**config.mk**
```make
export PLATFORM = sky130hd
export DESIGN_NAME = parking_keypad_entry
export DESIGN_NICKNAME = d
export VERILOG_FILES = /design/src/rtl/parking_pkg.sv /design/src/rtl/parking_debounce.sv /design/src/rtl/parking_keypad_entry.sv
export SDC_FILE = /design/constraint.sdc
export NUM_CORES = 1
export LEC_CHECK = 0
export ABC_AREA = 1
export CAP_MARGIN = 10
export CORE_MARGIN = 4
export CORE_UTILIZATION = 57
export CTS_CLUSTER_SIZE = 12
export DETAILED_ROUTE_END_ITERATION = 12
export MAX_ROUTING_LAYER = met4
export PLACE_DENSITY = 0.77
export SYNTH_ARGS = -nofsm -noshare
export SYNTH_HDL_FRONTEND = slang
export SYNTH_HIERARCHICAL = 1
export SYNTH_SLANG_ARGS = --single-unit
export TNS_END_PERCENT = 5
```
**constraint.sdc**
```tcl
create_clock -name clock -period 2.5 [get_ports clock]
set_input_delay 0.5 -clock clock [delete_from_list [all_inputs] [get_ports clock]]
set_output_delay 0.5 -clock clock [all_outputs]
set_load 0.02 [all_outputs]
```
**src/rtl/parking_pkg.sv**
```systemverilog
// Shared definitions for the parking keypad entry block.
// Contents: entry-state enumeration, digit-code width, key count and a
// helper that turns a one-hot key event vector into its digit code.
package parking_pkg;

    localparam int unsigned DIGIT_W   = 2;
    localparam int unsigned KEY_COUNT = 4;

    typedef enum logic [1:0] {
        EMPTY = 2'd0,
        ONE   = 2'd1,
        FULL  = 2'd2
    } state_t;

    // Index of the (single) set bit; only meaningful for a one-hot input.
    function automatic logic [DIGIT_W-1:0] key_index(input logic [KEY_COUNT-1:0] keys);
        logic [DIGIT_W-1:0] idx;
        idx = '0;
        for (int unsigned i = 0; i < KEY_COUNT; i++) begin
            if (keys[i]) idx = DIGIT_W'(i);
        end
        return idx;
    endfunction

endpackage

```
**src/rtl/parking_debounce.sv**
```systemverilog
// Debouncer for one raw active-low button.
// Two-flop synchronizer, consecutive-cycle stability counter and falling-edge
// detect on the debounced level.
// Ports:
//   clock    - system clock, rising edge
//   reset_n  - asynchronous active-low reset
//   raw      - raw asynchronous button level (0 = pressed)
//   press    - one-cycle pulse when the debounced level goes high-to-low
module parking_debounce
    import parking_pkg::*;
#(
    parameter int unsigned DEBOUNCE_CYCLES = 16
) (
    input  logic clock,
    input  logic reset_n,
    input  logic raw,
    output logic press
);

    localparam int unsigned CNT_W = $clog2(DEBOUNCE_CYCLES + 1);

    logic             sync_1;
    logic             sync_2;
    logic             level;
    logic             armed;
    logic [CNT_W-1:0] count;

    // The synchronizer resets to "pressed" and press events stay blocked until
    // a released level has been seen, so a button held through reset never
    // produces an event until it is released and pressed again.
    always_ff @(posedge clock or negedge reset_n) begin
        if (!reset_n) begin
            sync_1 <= 1'b0;
            sync_2 <= 1'b0;
            level  <= 1'b1;
            armed  <= 1'b0;
            count  <= '0;
            press  <= 1'b0;
        end else begin
            sync_1 <= raw;
            sync_2 <= sync_1;
            press  <= 1'b0;
            if (sync_2) armed <= 1'b1;
            if (sync_2 != level) begin
                if (count == CNT_W'(DEBOUNCE_CYCLES - 1)) begin
                    level <= sync_2;
                    count <= '0;
                    press <= armed & ~sync_2;
                end else begin
                    count <= count + 1'b1;
                end
            end else begin
                count <= '0;
            end
        end
    end

endmodule

```
**src/rtl/parking_keypad_entry.sv**
```systemverilog
// Two-digit parking keypad code entry.
// Four digit buttons and a clear button are debounced; single key presses
// fill password_1 then password_2, after which the code is offered with
// pw_valid until pw_ack accepts it.
// Optional feature macro: KEYPAD_TIMEOUT_EN (discard a half-entered code
// after TIMEOUT_CYCLES idle cycles and pulse timeout_pulse).
// Ports:
//   clock, reset_n - rising-edge clock, asynchronous active-low reset
//   key_n[3:0]     - raw digit buttons, active-low, bit i enters digit i
//   clear_n        - raw clear button, active-low
//   password_1/2   - captured digits
//   pw_valid       - complete code offered
//   pw_ack         - consumer accepts the offered code
//   digit_count    - digits held (0..2)
//   timeout_pulse  - one-cycle pulse when a partial entry times out
module parking_keypad_entry
    import parking_pkg::*;
#(
    parameter int unsigned DEBOUNCE_CYCLES = 16,
    parameter int unsigned TIMEOUT_CYCLES  = 1000
) (
    input  logic                 clock,
    input  logic                 reset_n,
    input  logic [KEY_COUNT-1:0] key_n,
    input  logic                 clear_n,
    output logic [DIGIT_W-1:0]   password_1,
    output logic [DIGIT_W-1:0]   password_2,
    output logic                 pw_valid,
    input  logic                 pw_ack,
    output logic [1:0]           digit_count,
    output logic                 timeout_pulse
);

    if (DEBOUNCE_CYCLES == 0 || TIMEOUT_CYCLES == 0) begin : g_param_check
        $error("parking_keypad_entry: DEBOUNCE_CYCLES and TIMEOUT_CYCLES must be nonzero");
    end

    state_t               state;
    state_t               next_state;
    logic [KEY_COUNT-1:0] key_ev;
    logic                 clear_ev;
    logic                 single_key;
    logic                 timeout_hit;

    for (genvar g = 0; g < KEY_COUNT; g++) begin : g_key_debounce
        parking_debounce #(.DEBOUNCE_CYCLES(DEBOUNCE_CYCLES)) u_key_debounce (
            .clock   (clock),
            .reset_n (reset_n),
            .raw     (key_n[g]),
            .press   (key_ev[g])
        );
    end

    parking_debounce #(.DEBOUNCE_CYCLES(DEBOUNCE_CYCLES)) u_clear_debounce (
        .clock   (clock),
        .reset_n (reset_n),
        .raw     (clear_n),
        .press   (clear_ev)
    );

    // Simultaneous key events are ambiguous and all get dropped.
    assign single_key = $onehot(key_ev);

`ifdef KEYPAD_TIMEOUT_EN
    localparam int unsigned TMO_W = $clog2(TIMEOUT_CYCLES + 1);

    logic [TMO_W-1:0] idle_count;
    logic             key_any;

    assign key_any     = |key_ev;
    // Any key or clear event in the expiry cycle takes precedence.
    assign timeout_hit = (state == ONE) && (idle_count == TMO_W'(TIMEOUT_CYCLES))
                         && !key_any && !clear_ev;

    always_ff @(posedge clock or negedge reset_n) begin
        if (!reset_n) begin
            idle_count    <= '0;
            timeout_pulse <= 1'b0;
        end else begin
            timeout_pulse <= timeout_hit;
            if (state != ONE || key_any || clear_ev) begin
                idle_count <= '0;
            end else if (!timeout_hit) begin
                idle_count <= idle_count + 1'b1;
            end
        end
    end
`else
    assign timeout_hit   = 1'b0;
    assign timeout_pulse = 1'b0;
`endif

    always_ff @(posedge clock or negedge reset_n) begin
        if (!reset_n) state <= EMPTY;
        else          state <= next_state;
    end

    always_comb begin
        next_state = state;
        case (state)
            EMPTY: begin
                if (clear_ev)        next_state = EMPTY;
                else if (single_key) next_state = ONE;
            end
            ONE: begin
                if (clear_ev)         next_state = EMPTY;
                else if (single_key)  next_state = FULL;
                else if (timeout_hit) next_state = EMPTY;
            end
            FULL: begin
                if (pw_ack) next_state = EMPTY;
            end
            default: next_state = EMPTY;
        endcase
    end

    always_comb begin
        pw_valid    = (state == FULL);
        digit_count = 2'd0;
        case (state)
            ONE:     digit_count = 2'd1;
            FULL:    digit_count = 2'd2;
            default: digit_count = 2'd0;
        endcase
    end

    always_ff @(posedge clock or negedge reset_n) begin
        if (!reset_n) begin
            password_1 <= '0;
            password_2 <= '0;
        end else if (single_key && !clear_ev) begin
            if (state == EMPTY)    password_1 <= key_index(key_ev);
            else if (state == ONE) password_2 <= key_index(key_ev);
        end
    end

endmodule
```
# After elaboration in Yosys (flattened, before gate mapping)
# Cells that the tools add are included.
# word_totals
regBits	56
in_bits	8
output_inout_bits	8
elab_cells	109
# op_classes
n_addsub	8
eq_ne	16
n_mux	30
n_bitwise	11
n_reduce_logical	11
# op_table
op	count
$mux W5	10
$add A5 B1 Y5 const B	5
$eq A5 B4 Y1 const B	5
$mux W2	7
$reduce_and A2 Y1	6
$mux W1	11
$ne A3 B2 Y1 const B	2
$not A1 Y1	6
$pmux W2 S3	1
$reduce_and A3 Y1	2
$and A1 B1 Y1	5
$ne A1 B1 Y1	5
$add A1 B1 Y2	2
$pmux W2 S2	1
$add A2 B2 Y3	1
$eq A3 B1 Y1 const B	1
$eq A2 B1 Y1 const B	1
$eq A2 B2 Y1 const B	1
$logic_not A2 Y1	1
$ne A2 B1 Y1 const B	1
$logic_and A1 B1 Y1	1
$logic_not A1 Y1	1

# Depth between registers and ports, before layout
# Gate-level depths: netlist of run 1.
# logic_depth
depth_word	6
depth_mapped	11
ltp_nobuf	11

# Modules after synthesis
# Netlist of run 1, hierarchy kept.
# modules_own_cells
module	instances	cells_each	area_per_inst_um2	seq_area_each_um2
parking_debounce	5	41	392.9	251.5
parking_keypad_entry	1	50	391.6	150.1

# Least setup slack after synthesis of run 1
# OpenSTA, ideal clock, no wires.
# synth_timing
kind	register to register
from	register g_key_debounce[0].u_key_debounce.press
to	register password_1[0]
setup_time_ns	0.117
arrival_ns	1.750
required_time_ns	2.383
slack_ns	0.633
path_stages_with_launch	12
n_path_buf	0
synth_period_minus_slack_ns	1.867
path_cell_list	dfrtp_1 -> inv_1 -> fa_1 -> inv_1 -> ha_1 -> ha_1 -> inv_1 -> nand2_2 -> nor2_4 -> nand2_2 -> nand2_1 -> nand2_1
# synth_via
elab_chain_len	5
# synth_rtl
item	line	rtl
start: declaration	parking_debounce.sv:17	output logic press
start signal: assignment	parking_debounce.sv:48	press <= armed & ~sync_2;
$add A1 B1 Y2 (implied by the code)	parking_keypad_entry.sv:62	assign single_key = $onehot(key_ev);
$add A2 B2 Y3 (implied by the code)	parking_keypad_entry.sv:62	
$eq A3 B1 Y1	parking_keypad_entry.sv:62	
$logic_and A1 B1 Y1	parking_keypad_entry.sv:131	end else if (single_key && !clear_ev) begin
$reduce_and A2 Y1 (no line)	n/a	
end signal: assignment	parking_keypad_entry.sv:132	if (state == EMPTY) password_1 <= key_index(key_ev);
end: declaration	parking_keypad_entry.sv:26	output logic [DIGIT_W-1:0] password_1,
# No other way between the ends.
# A chain may end at the register's enable or synchronous reset.

# Worst setup path after layout of run 1
# layout_timing
from	register state[0]
to	output port digit_count[1]
# layout_via
elab_chain_len	2
word_cells_on_any_way	3
classes_between	eq/ne: 2; mux: 1
# layout_rtl
item	line	rtl
start: declaration	parking_keypad_entry.sv:38	state_t state;
start signal: assignment	parking_keypad_entry.sv:95	else state <= next_state;
$eq A2 B2 Y1 or $eq A2 B1 Y1 (tied branches)	parking_keypad_entry.sv:120	case (state)
$pmux W2 S2 *	parking_keypad_entry.sv:120	
end: declaration	parking_keypad_entry.sv:30	output logic [1:0] digit_count,
# Every way passes the cells marked *; elsewhere a longest branch is shown, timed or not.

==> results of run 1 <==
==> cell families after synthesis <==
kind of cell	synth area share, %
AO/OA/AOI/OAI	0.424
XOR/XNOR	1.86
adder cells (fa/ha/maj)	4.57
buffers and inverters	7.17
flip-flops	59.7
other	0.159
AND/OR/NAND/NOR	26.1
==> path summary, 6_finish.rpt <==
kind | cells past startpoint | slack [ns] | end
hold / removal | 2 | 0.29 | u_clear_debounce/armed$_DFFE_PN0P_
hold reg to reg | 0 | 0.35 | g_key_debounce[2].u_key_debounce/sync_2$_DFF_PN0_
max in group asynchronous | 2 | 1.75 | g_key_debounce[3].u_key_debounce/count[4]$_DFF_PN0_
min in group clock | 0 | 0.35 | g_key_debounce[2].u_key_debounce/sync_2$_DFF_PN0_
setup reg to reg | 11 | 0.53 | password_1[1]$_DFFE_PN0P_
setup / recovery | 2 | 0.47 | digit_count[1]
==> layout by cell type (no fill, tap or decap), types with 2 or more instances in the layout <==
| cell type | instances |
|---|---|
| clkbuf_8 | 5 |
| dfrtp_1 | 51 |
| nor2_1 | 36 |
| ha_1 | 7 |
| xnor2_1 | 5 |
| inv_1 | 40 |
| or2_2 | 5 |
| clkdlybuf4s50_1 | 13 |
| nor2_4 | 2 |
| nand4_1 | 10 |
| nand2_1 | 63 |
| nand2_2 | 4 |
| nand3_1 | 19 |
| dfstp_2 | 5 |
==> critical path, cell delays in order (launching register included) <==
cell and delay [ns]:
dfrtp_1 0.41, nor2_1 0.18, clkdlybuf4s50_1 0.63
==> per-layer routing <==
layer / up-vias / wire length, um / share of wire (%) / GRT usage (%)
met2: 24 / 1590 / 47 / 24.6
met5: - / 0 / 0 / -
li1: 818 / - / - / -
met4: 0 / 82 / 2.4 / 8.35
met1: 746 / 1550 / 46 / 18.8
met3: 7 / 145 / 4.3 / 4.29
==> final cells by class <==
class / instances / area [um2]
clock buffer: 5 / 68.8
tap: 50 / 62.6
sequential: 56 / 1410
multi-input combinational: 156 / 779
timing repair buffer: 15 / 143
fill: 334 / 1340
inverter: 41 / 154
clock inverter: 3 / 42.5
==> power by group through the flow <==
stage | registers, mW | logic (mW) | clock network, mW
4_1_cts | 0.959 | 0.0824 | 0.593
5_1_grt | 0.963 | 0.0942 | 0.627
2_1_floorplan | 0.971 | 0.0469 | 0
3_3_place_gp | 0.974 | 0.0792 | 0
3_5_place_dp | 0.976 | 0.0805 | 0
6_report | 0.959 | 0.0794 | 0.571
==> registers in the layout (all words and copies together) (netlist names), 2 cells and up <==
name,cells
g_key_debounce.u_key_debounce/level,4
g_key_debounce.u_key_debounce/count,20
g_key_debounce.u_key_debounce/press,4
password_2,2
g_key_debounce.u_key_debounce/sync_2,4
g_key_debounce.u_key_debounce/armed,4
g_key_debounce.u_key_debounce/sync_1,4
state,2
u_clear_debounce/count,5
password_1,2
==> synthesized netlist by cell type (all sizes together) <==
cell	n
nand2	67
dfrtp	51
inv	41
nor2	39
nand3	19
nand4	10
ha	7
dfstp	5
or2	5
xnor2	5
buf	2
o21ai	2
conb	1
fa	1
==> through the flow <==
| step | util, % | hold slack (ns) |
|---|---|---|
| global route | 66.4 | 0.356 |
| floorplan | - | 0.204 |
| global placement | 63.7 | 0.332 |
| finish | 66.4 | 0.289 |
| CTS | 66.4 | 0.326 |
| detailed placement | 63.7 | 0.336 |
==> metrics.md, run 1 <==
| Metric | Value |
|---|---|
| Final WS setup | 0.468 ns |
| First-pass GRT wire length | a little over 6 mm |
| Final wirelength | roughly 3.4 mm |
| Initial antenna violation count | 0 |
| Synthesis-stage register bit count | 56 |
| Combinational share of power | 4.9% |
| Clock power frac | between 30% and 40% |
| Critical Path RT | 2.00 ns |
| Post-synth top area share | between 50 and 60% |
| Critical Path Source | state[0]$_DFFE_PN0P_ |
| Initial Util | 58.9% |
| GRT Total Usage | 15.8% |
| Total gr overflow | 0 |
| Synth warn | 6 |
| Post-synthesis sequential area ratio | approximately 60% |
| Worst slew pin tran | ~0.66 ns |
| Sink Count | 56 |
| Slew headroom | 56.1% |
| Count of routing violations after the opening detailed-route iteration | 62 |
| MaxCap Viol Count | 0 |
| Critical path type | register to output port |
| I/O pins | 16 |
| Floorplan row count | 23 |
| Pin count of the biggest net entering global routing | 57 |
| Mapped cell area | between 2000 and 2500 um2 |
| LEAKAGE | about 1.3 nW |
| Detailed Place HPWL | around 2.4 mm |
| Vias in the first global route | ~1500 |
| Fin crit share | between 80 and 90% |
| Synth unique cells | 19 |
| Layout Nets | between 200 and 300 |
| Die width | 72.3 um |
| P per Cell Area | 605 nW/um2 |
| Peak supply drop | 0.390 mV |
| Finished Layout Cells | 326 |
| Root Driver | clkbuf_8 |
| Finished layout cell area | ~2700 um2 |
| Pre-CTS setup slack | ~0.52 ns |
| Drt drc | 0 |
| Nature of the critical path startpoint | register |
| Reg2reg start | g_key_debounce[0].u_key_debounce/press$_DFF_PN0_ |
| CTS-repair resized insts | 0 |
| Bufs on Longest Clock Path | 2 |
| Gpl congestion | approximately 0.77 |
| # placed instances | between 300 and 400 |
| Number of antenna diodes | 0 |
| Syn Nets | about 270 |
| Average wire per standard cell | ~10 um |
| Fraction of layout cells with a size suffix above 1 | 10.1% |
| Cell taking the most area after synthesis | dfrtp_1 |
| Reg clk slew, reported paths | approximately 0.10 ns |
| Switch share | 21.5% |
| Cells after Synth | ~260 |
| FMAX | 492 MHz |
| Die Y | 72.3 um |
| Crit path time final | between 2 and 2.5 ns |
| Via count | around 1600 |
| Vias per cell | 4.89 |
| H-tree depth | 2 |
| Power Internal | roughly 1.3 mW |
| Endpoints failing setup | 0 |
| WP data arrival | about 1.5 ns |
| Setup Skew | ~0.0073 ns |
| Clk_lat worst skew | about 0.3 ns |
| Fin. max-slew vios | 0 |
| DIE AREA | between 5000 and 6000 um2 |
| Critical path fanouts, max | 3 |
| HP Class | input port to async pin |
| Final ANT Viol Nets | 0 |
| First drt pass iteration count | 4 |
| Core Area | 4000 um2 |
| Area growth, synth to finish | 12.8% |
| RSZ-0062 raised after global routing | no |
| Sum Neg Setup Slack | 0 ns |
| Status | finished, final reports clean |
| Reg power frac | 59.6% |
| Pwr Total | 1.61 mW |
| Worst Setup End Kind | output port |
| P_sw | 0.346 mW |
| IO Port Bufs | 14 |
| Post CTS Setup Buffer Count | 0 |
| Post-Syn Area per Cell | about 9.2 um2 |
| Largest cells by area after synthesis | dfrtp_1, nand2_1, inv_1 |
| Post-Place Cell Area | approximately 2500 um2 |
| Hold Fails Final Rpt | 0 |
| TritonCTS clock tree | done |
| CTS Buf Count | 5 |
| Hold_buf cts | 0 |
Power figures use the tool's default switching activity.
==> run 2, diff against run 1 <==
--- a/config.mk
+++ b/config.mk
@@ -8,11 +8,11 @@
 export ABC_AREA = 1
 export CAP_MARGIN = 10
 export CORE_MARGIN = 4
-export CORE_UTILIZATION = 57
+export CORE_UTILIZATION = 52
 export CTS_CLUSTER_SIZE = 12
 export DETAILED_ROUTE_END_ITERATION = 12
 export MAX_ROUTING_LAYER = met4
-export PLACE_DENSITY = 0.77
+export PLACE_DENSITY = 0.74
 export SYNTH_ARGS = -nofsm -noshare
 export SYNTH_HDL_FRONTEND = slang
 export SYNTH_HIERARCHICAL = 1
==> constraint.sdc (replaced) <==
create_clock -name clock -period 1.63 [get_ports clock]
set_input_delay 0.326 -clock clock [delete_from_list [all_inputs] [get_ports clock]]
set_output_delay 0.326 -clock clock [all_outputs]
set_load 0.02 [all_outputs]
==> run 2 against run 1 <==
Effect of this change: the flow now finishes with violations (negative hold slack, negative setup slack); non-clock buffer count grew 1; critical path depth grew 9; sequential power rose by 53%; worst setup slack worse by 0.72 ns; critical path type is now register to register; highest routed layer unchanged.
==> metrics.md, run 2 (synthesis gave the netlist of run 1 again) <==
| Metric | Value |
|---|---|
| I/O pins | 16 (unchanged) |
| Total gr overflow | 0 (unchanged) |
| Hold Slack | -0.000348 ns (was 0.289 ns) |
| Fillers | 394 (was 334) |
| Clk_lat worst skew | 0.30 ns (about the same) |
| GRT Total Usage | 13.7% (was 15.8%) |
| Die Y | 75.3 um (was 72.3 um) |
| Post CTS Setup Buffer Count | 0 (unchanged) |
| CP most frequent cell | inv_2 |
| Final WS setup | -0.255 ns (was 0.468 ns) |
| CP cell instances | inv_2 > fa_1 > inv_2 > ha_4 > ha_4 > inv_2 > nand2_4 > nor2_4 > nand2_2 > nand2_1 > nand2_1 (was nor2_1 > clkdlybuf4s50_1) |
| Core Area | 4380 um2 (was 4000 um2) |
| Fin. max-slew vios | 0 (unchanged) |
| Reg clk slew, reported paths | 0.09 ns (was 0.10 ns) |
| MaxCap Viol Count | 0 (unchanged) |
| Initial Util | 53.7% (was 58.9%) |
| Final ANT Viol Nets | 0 (unchanged) |
| Status | finished, violations left (was finished, final reports clean) |
| Die width | 75.3 um (was 72.3 um) |
| Hold_buf cts | 0 (unchanged) |
| WP data arrival | 2.08 ns (was 1.53 ns) |
| Fraction of layout cells with a size suffix above 1 | 13.0% (was 10.1%) |
| RSZ-0062 raised after global routing | yes (was no) |
| CP top delay family | adder cells (was buffers and inverters) |
| Area growth, synth to finish | 14.1% (was 12.8%) |
| Vias in the first global route | 1437 (was 1536) |
| Floorplan row count | 24 (was 23) |
| FMAX | 531 MHz |
| Average wire per standard cell | 9.92 um (was 10.3 um) |
| Pwr Total | 2.29 mW (was 1.61 mW) |
| Drt drc | 0 (unchanged) |
| Critical path type | register to register (was register to output port) |
| First-pass GRT wire length | 5.80 mm (was 6.18 mm) |
| Most frequent cells in the layout | nand2_1, dfrtp_1, inv_1, nor2_1, nand3_1 (was nand2_1, dfrtp_1, inv_1) |
| Sink Count | 56 (unchanged) |
| Via count | 1551 (was 1595) |
| Number of flip-flops in the largest register | 20 (unchanged) |
| H-tree depth | 2 (unchanged) |
| Hold Fails Final Rpt | 2 (was 0) |
| First drt pass iteration count | 4 (unchanged) |
| Vias per cell | 4.71 (was 4.89) |
| Failing checks | negative hold slack, negative setup slack |
| HP Class | input port to async pin (unchanged) |
| Leading cell type in the layout, fill and taps excluded | nand2_1 (unchanged) |
| Pin count of the biggest net entering global routing | 57 (unchanged) |
| Detailed Place HPWL | 2.32 mm (was 2.41 mm) |
| TritonCTS clock tree | done (unchanged) |
| Peak supply drop | 0.703 mV (was 0.390 mV) |
| Worst Setup End Kind | register (was output port) |
| Layout Nets | 292 (was 291) |
| Fin crit share | 116% |
| Crit path time final | around 1.9 ns |
| Critical path fanouts, max | 6 (was 3) |
| Number of antenna diodes | 0 (unchanged) |
| Final wirelength | 3.26 mm (was 3.36 mm) |
| IO Port Bufs | 14 (unchanged) |
| CTS Buf Count | 5 (unchanged) |
| Regs by FF count | g_key_debounce.u_key_debounce/count x20, u_clear_debounce/count x5 (unchanged) |
| CP peak stage delay | 0.54 ns (was 0.63 ns) |
| WP buf/inv | 3 (was 1) |
| DIE AREA | 5670 um2 (was 5230 um2) |
| Bufs on Longest Clock Path | 2 (unchanged) |
| Nature of the critical path startpoint | register (unchanged) |
| Slowest stage cell, crit path | fa_1 (was clkdlybuf4s50_1) |
| Root Driver | clkbuf_8 (unchanged) |
| Finished Layout Cells | 329 (was 326) |
| Endpoints failing setup | 6 (was 0) |
| # placed instances | 321 (was 318) |
| LEAKAGE | 1.36 nW (was 1.30 nW) |
| Largest Register | g_key_debounce.u_key_debounce/count (unchanged) |
| Setup Skew | 0.00795 ns (was 0.00726 ns) |
| Critical Path RT | 1.82 ns (was 2.00 ns) |
| Count of routing violations after the opening detailed-route iteration | 44 (was 62) |
| Initial antenna violation count | 0 (unchanged) |
| Gpl congestion | 0.786 (was 0.767) |
| P per Cell Area | 854 nW/um2 (was 605 nW/um2) |
-- run 2: cell types whose count changed in the layout (fill, tap and decap cells not counted), moves of 2 or more --
cell,before,now
ha_4,0,2
clkdlybuf4s50_1,13,6
inv_1,40,36
inv_2,1,5
nand2_1,63,61
dlymetal6s2s_1,0,2
dlygate4sd2_1,0,5
ha_1,7,5
-- run 2: what timing repair did --
item,4_1_cts,5_1_grt
setup endpoints to repair,11,7
pin swaps,5,3
endpoints found under the hold margin,0,0
gates resized for setup,9,8
-- run 2: final timing paths --
path                                                                  endpoint  slack, ns  cells past startpoint                                               from
max                                                  password_2[0]$_DFFE_PN0P_      -0.25                     11   g_key_debounce[0].u_key_debounce/press$_DFF_PN0_
min                        g_key_debounce[0].u_key_debounce/count[0]$_DFF_PN0_    -0.0003                      2                                            reset_n
max reg2reg                                          password_2[0]$_DFFE_PN0P_      -0.25                     11   g_key_debounce[0].u_key_debounce/press$_DFF_PN0_
min reg2reg                  g_key_debounce[0].u_key_debounce/sync_2$_DFF_PN0_       0.35                      0  g_key_debounce[0].u_key_debounce/sync_1$_DFF_PN0_
max in group asynchronous   g_key_debounce[1].u_key_debounce/level$_DFFE_PN1P_       1.33                      2                                            reset_n
min in group clock           g_key_debounce[0].u_key_debounce/sync_2$_DFF_PN0_       0.35                      0  g_key_debounce[0].u_key_debounce/sync_1$_DFF_PN0_
-- run 2: report_power, final --
part	leakage [nW]	internal [mW]	switching [mW]	total, mW
Combinational	0.613	0.0534	0.0708	0.124
Sequential	0.702	1.43	0.0388	1.47
Clock	0.0412	0.301	0.399	0.700
-- run 2: per-layer routing --
layer | vias to the layer above | part of all wire (%) | GRT usage (%)
li1 | 813 | - | -
met5 | - | 0 | -
met4 | 0 | 1.2 | 5.24
met3 | 4 | 3.6 | 3.17
met1 | 717 | 48 | 17.5
met2 | 17 | 47 | 21.5
-- run 2: layout make-up --
| type | count | area, um2 | share of cell area (%) |
|---|---|---|---|
| sequential | 56 | 1410 | 52.4 |
| inverter | 41 | 154 | 5.73 |
| multi-input combinational | 156 | 815 | 30.3 |
| tap | 52 | 65.1 | 2.42 |
| clock inverter | 2 | 12.5 | 0.466 |
| clock buffer | 6 | 72.6 | 2.70 |
| timing repair buffer | 16 | 161 | 6.01 |
-- run 2: stage by stage --
step	instance area (um2)	utilization [%]	hold WS, ns	setup slack, ns	setup TNS (ns)
final	2690	61.3	-0.000348	-0.255	-1.34
after global routing	2690	61.3	0.0234	-0.356	-1.94
after global placement	2570	58.6	0.333	-0.265	-1.45
after floorplan	2360	-	0.0304	-0.237	-1.25
after CTS	2660	60.7	0.0107	-0.280	-1.47
after detailed placement	2570	58.6	0.336	-0.326	-1.73
==> run 3, diff against run 2 <==
--- a/config.mk
+++ b/config.mk
@@ -7,12 +7,14 @@
 export LEC_CHECK = 0
 export ABC_AREA = 1
 export CAP_MARGIN = 10
+export CELL_PAD_IN_SITES_DETAIL_PLACEMENT = 1
+export CELL_PAD_IN_SITES_GLOBAL_PLACEMENT = 2
 export CORE_MARGIN = 4
-export CORE_UTILIZATION = 52
+export CORE_UTILIZATION = 33
 export CTS_CLUSTER_SIZE = 12
 export DETAILED_ROUTE_END_ITERATION = 12
 export MAX_ROUTING_LAYER = met4
-export PLACE_DENSITY = 0.74
+export PLACE_DENSITY_LB_ADDON = 0.1
 export SYNTH_ARGS = -nofsm -noshare
 export SYNTH_HDL_FRONTEND = slang
 export SYNTH_HIERARCHICAL = 1
==> run 3 against run 2 <==
Effect of this change: the flow finishes with violations (negative setup slack); clock-buffer cell count rose by 1; clock skew rose by 0.0035 ns; global-route usage fell by 3.1 points; non-clock buffer count did not move; flip-flop and latch count did not move; cell count rose by 13%; power rose by 0.97%; sequential share of layout area fell by 0.72 points; largest cell class unchanged; sequential power barely moved.
==> metrics.md, run 3 (synthesis gave the netlist of run 1 again) <==
| Metric | Value |
|---|---|
| Final WS setup | -0.296 ns (was -0.255 ns) |
| Critical path type | register to register (unchanged) |
| FMAX | 519 MHz (was 531 MHz) |
| First-pass GRT wire length | 7.21 mm (was 5.80 mm) |
| Root Driver | clkbuf_8 (unchanged) |
| MaxCap Viol Count | 0 (unchanged) |
| Drt drc | 0 (unchanged) |
| Most frequent cells in the layout | nand2_1, dfrtp_1, inv_1 (was nand2_1, dfrtp_1, inv_1, nor2_1, nand3_1) |
| Vias in the first global route | 1635 (was 1437) |
| Status | finished, violations left (unchanged) |
| IO Port Bufs | 14 (unchanged) |
| Average wire per standard cell | 10.5 um (was 9.92 um) |
| Crit path time final | 1.93 ns (was 1.88 ns) |
| DIE AREA | 8560 um2 (was 5670 um2) |
| Clk_lat worst skew | 0.30 ns (about the same) |
| P per Cell Area | 850 nW/um2 (was 854 nW/um2) |
| Reg clk slew, reported paths | 0.10 ns (was 0.09 ns) |
| Post CTS Setup Buffer Count | 0 (unchanged) |
| H-tree depth | 2 (unchanged) |
| Worst Setup End Kind | register (unchanged) |
| Bufs on Longest Clock Path | 2 (unchanged) |
| Pwr Total | 2.32 mW (was 2.29 mW) |
| Detailed Place HPWL | 2.82 mm (was 2.32 mm) |
| Sink Count | 56 (unchanged) |
| HP Class | input port to async pin (unchanged) |
| Pin count of the biggest net entering global routing | 57 (unchanged) |
| Failing checks | negative setup slack (was negative hold slack, negative setup slack) |
| Count of routing violations after the opening detailed-route iteration | 20 (was 44) |
| Critical Path RT | 1.82 ns (about the same) |
| Gpl congestion | 0.721 (was 0.786) |
| Initial Util | 34.3% (was 53.7%) |
| Number of antenna diodes | 0 (unchanged) |
| First drt pass iteration count | 2 (was 4) |
| Largest Register | g_key_debounce.u_key_debounce/count (unchanged) |
| Final wirelength | 3.90 mm (was 3.26 mm) |
| Die Y | 92.5 um (was 75.3 um) |
| Finished Layout Cells | 373 (was 329) |
| Hold Fails Final Rpt | 0 (was 2) |
| Via count | 1618 (was 1551) |
| Peak supply drop | 0.362 mV (was 0.703 mV) |
| Regs by FF count | g_key_debounce.u_key_debounce/count x20, u_clear_debounce/count x5 (unchanged) |
| Layout Utilization | 39.7% (was 61.3%) |
| Fillers | 819 (was 394) |
| GRT Total Usage | 10.6% (was 13.7%) |
| Core Area | 6870 um2 (was 4380 um2) |
| WP data arrival | 2.12 ns (was 2.08 ns) |
| Fraction of layout cells with a size suffix above 1 | 11.6% (was 13.0%) |
| Area growth, synth to finish | 15.7% (was 14.1%) |
| Leading cell type in the layout, fill and taps excluded | nand2_1 (unchanged) |
| Floorplan row count | 30 (was 24) |
| I/O pins | 16 (unchanged) |
| Vias per cell | 4.34 (was 4.71) |
| TritonCTS clock tree | done (unchanged) |
| Critical path fanouts, max | 6 (unchanged) |
| Fin crit share | 118% (was 116%) |
| Layout Nets | 292 (unchanged) |
| Sum Neg Setup Slack | -1.57 ns (was -1.34 ns) |
| Nature of the critical path startpoint | register (unchanged) |
| Total gr overflow | 0 (unchanged) |
| RSZ-0062 raised after global routing | yes (unchanged) |
| Endpoints failing setup | 6 (unchanged) |
| Final ANT Viol Nets | 0 (unchanged) |
| Hold_buf cts | 0 (unchanged) |
| Number of flip-flops in the largest register | 20 (unchanged) |
| # placed instances | 365 (was 321) |
| Initial antenna violation count | 0 (unchanged) |
| Setup Skew | 0.0114 ns (was 0.00795 ns) |
| Die width | 92.5 um (was 75.3 um) |
| Fin. max-slew vios | 0 (unchanged) |
| LEAKAGE | 1.36 nW (about the same) |
| CTS Buf Count | 5 (unchanged) |
| FF-to-FF setup slack | -0.30 ns (was -0.25 ns) |
==> run 3: routing by layer <==
layer	vias to the layer above	wire [um]	track usage [%]	share of wire (%)
li1	818	-	-	-
met1	777	1840	12.7	47
met4	0	48	2.97	1.2
met5	-	0	-	0
met3	5	156	3.17	4.0
met2	18	1850	17.5	48
==> run 3: final cells by class <==
| class | instances | area [um2] | area share [%] |
|---|---|---|---|
| Tap cell | 96 | 120 | 4.41 |
| Clock buffer | 7 | 76.3 | 2.80 |
| Inverter | 41 | 154 | 5.65 |
| Timing Repair Buffer | 16 | 168 | 6.15 |
| Sequential cell | 56 | 1410 | 51.7 |
| Multi-Input combinational cell | 156 | 795 | 29.2 |
| Clock inverter | 1 | 5.00 | 0.184 |
==> run 3: path summary, 6_finish.rpt <==
kind,start,endpoint,cells past startpoint
max,g_key_debounce[1].u_key_debounce/press$_DFF_PN0_,password_2[1]$_DFFE_PN0P_,11
min,reset_n,g_key_debounce[2].u_key_debounce/count[1]$_DFF_PN0_,2
max reg2reg,g_key_debounce[1].u_key_debounce/press$_DFF_PN0_,password_2[1]$_DFFE_PN0P_,11
min reg2reg,g_key_debounce[2].u_key_debounce/sync_1$_DFF_PN0_,g_key_debounce[2].u_key_debounce/sync_2$_DFF_PN0_,0
max in group asynchronous,reset_n,g_key_debounce[0].u_key_debounce/level$_DFFE_PN1P_,2
min in group clock,g_key_debounce[2].u_key_debounce/sync_1$_DFF_PN0_,g_key_debounce[2].u_key_debounce/sync_2$_DFF_PN0_,0
==> run 3: through the flow <==
| step | instance area [um2] | hold slack (ns) | worst slack [ns] |
|---|---|---|---|
| after floorplan | 2360 | 0.0304 | -0.237 |
| after global placement | 2620 | 0.333 | -0.287 |
| after detailed placement | 2620 | 0.336 | -0.349 |
| after CTS | 2720 | 0.0148 | -0.335 |
| after global routing | 2730 | 0.0159 | -0.414 |
| final | 2730 | 0.00815 | -0.296 |
==> run 3: what timing repair did <==
| action | CTS | global route |
|---|---|---|
| setup endpoints to repair | 10 | 11 |
| gates resized for setup | 9 | 5 |
| pin swaps | 6 | 9 |
| endpoints found under the hold margin | 0 | 0 |
==> run 3: critical path, cell delays in order (launching register included) <==
cell	delay [ns]
dfrtp_1	0.37
inv_2	0.04
fa_1	0.53
inv_1	0.04
ha_2	0.17
ha_4	0.21
inv_2	0.04
nand2_2	0.06
nor2_4	0.15
nand2_2	0.09
nand2_1	0.07
nand2_1	0.05
==> run 3: power breakdown <==
group / switching, mW / internal (mW)
Combinational: 0.0738 / 0.0543
Clock: 0.415 / 0.303
Sequential: 0.0389 / 1.43
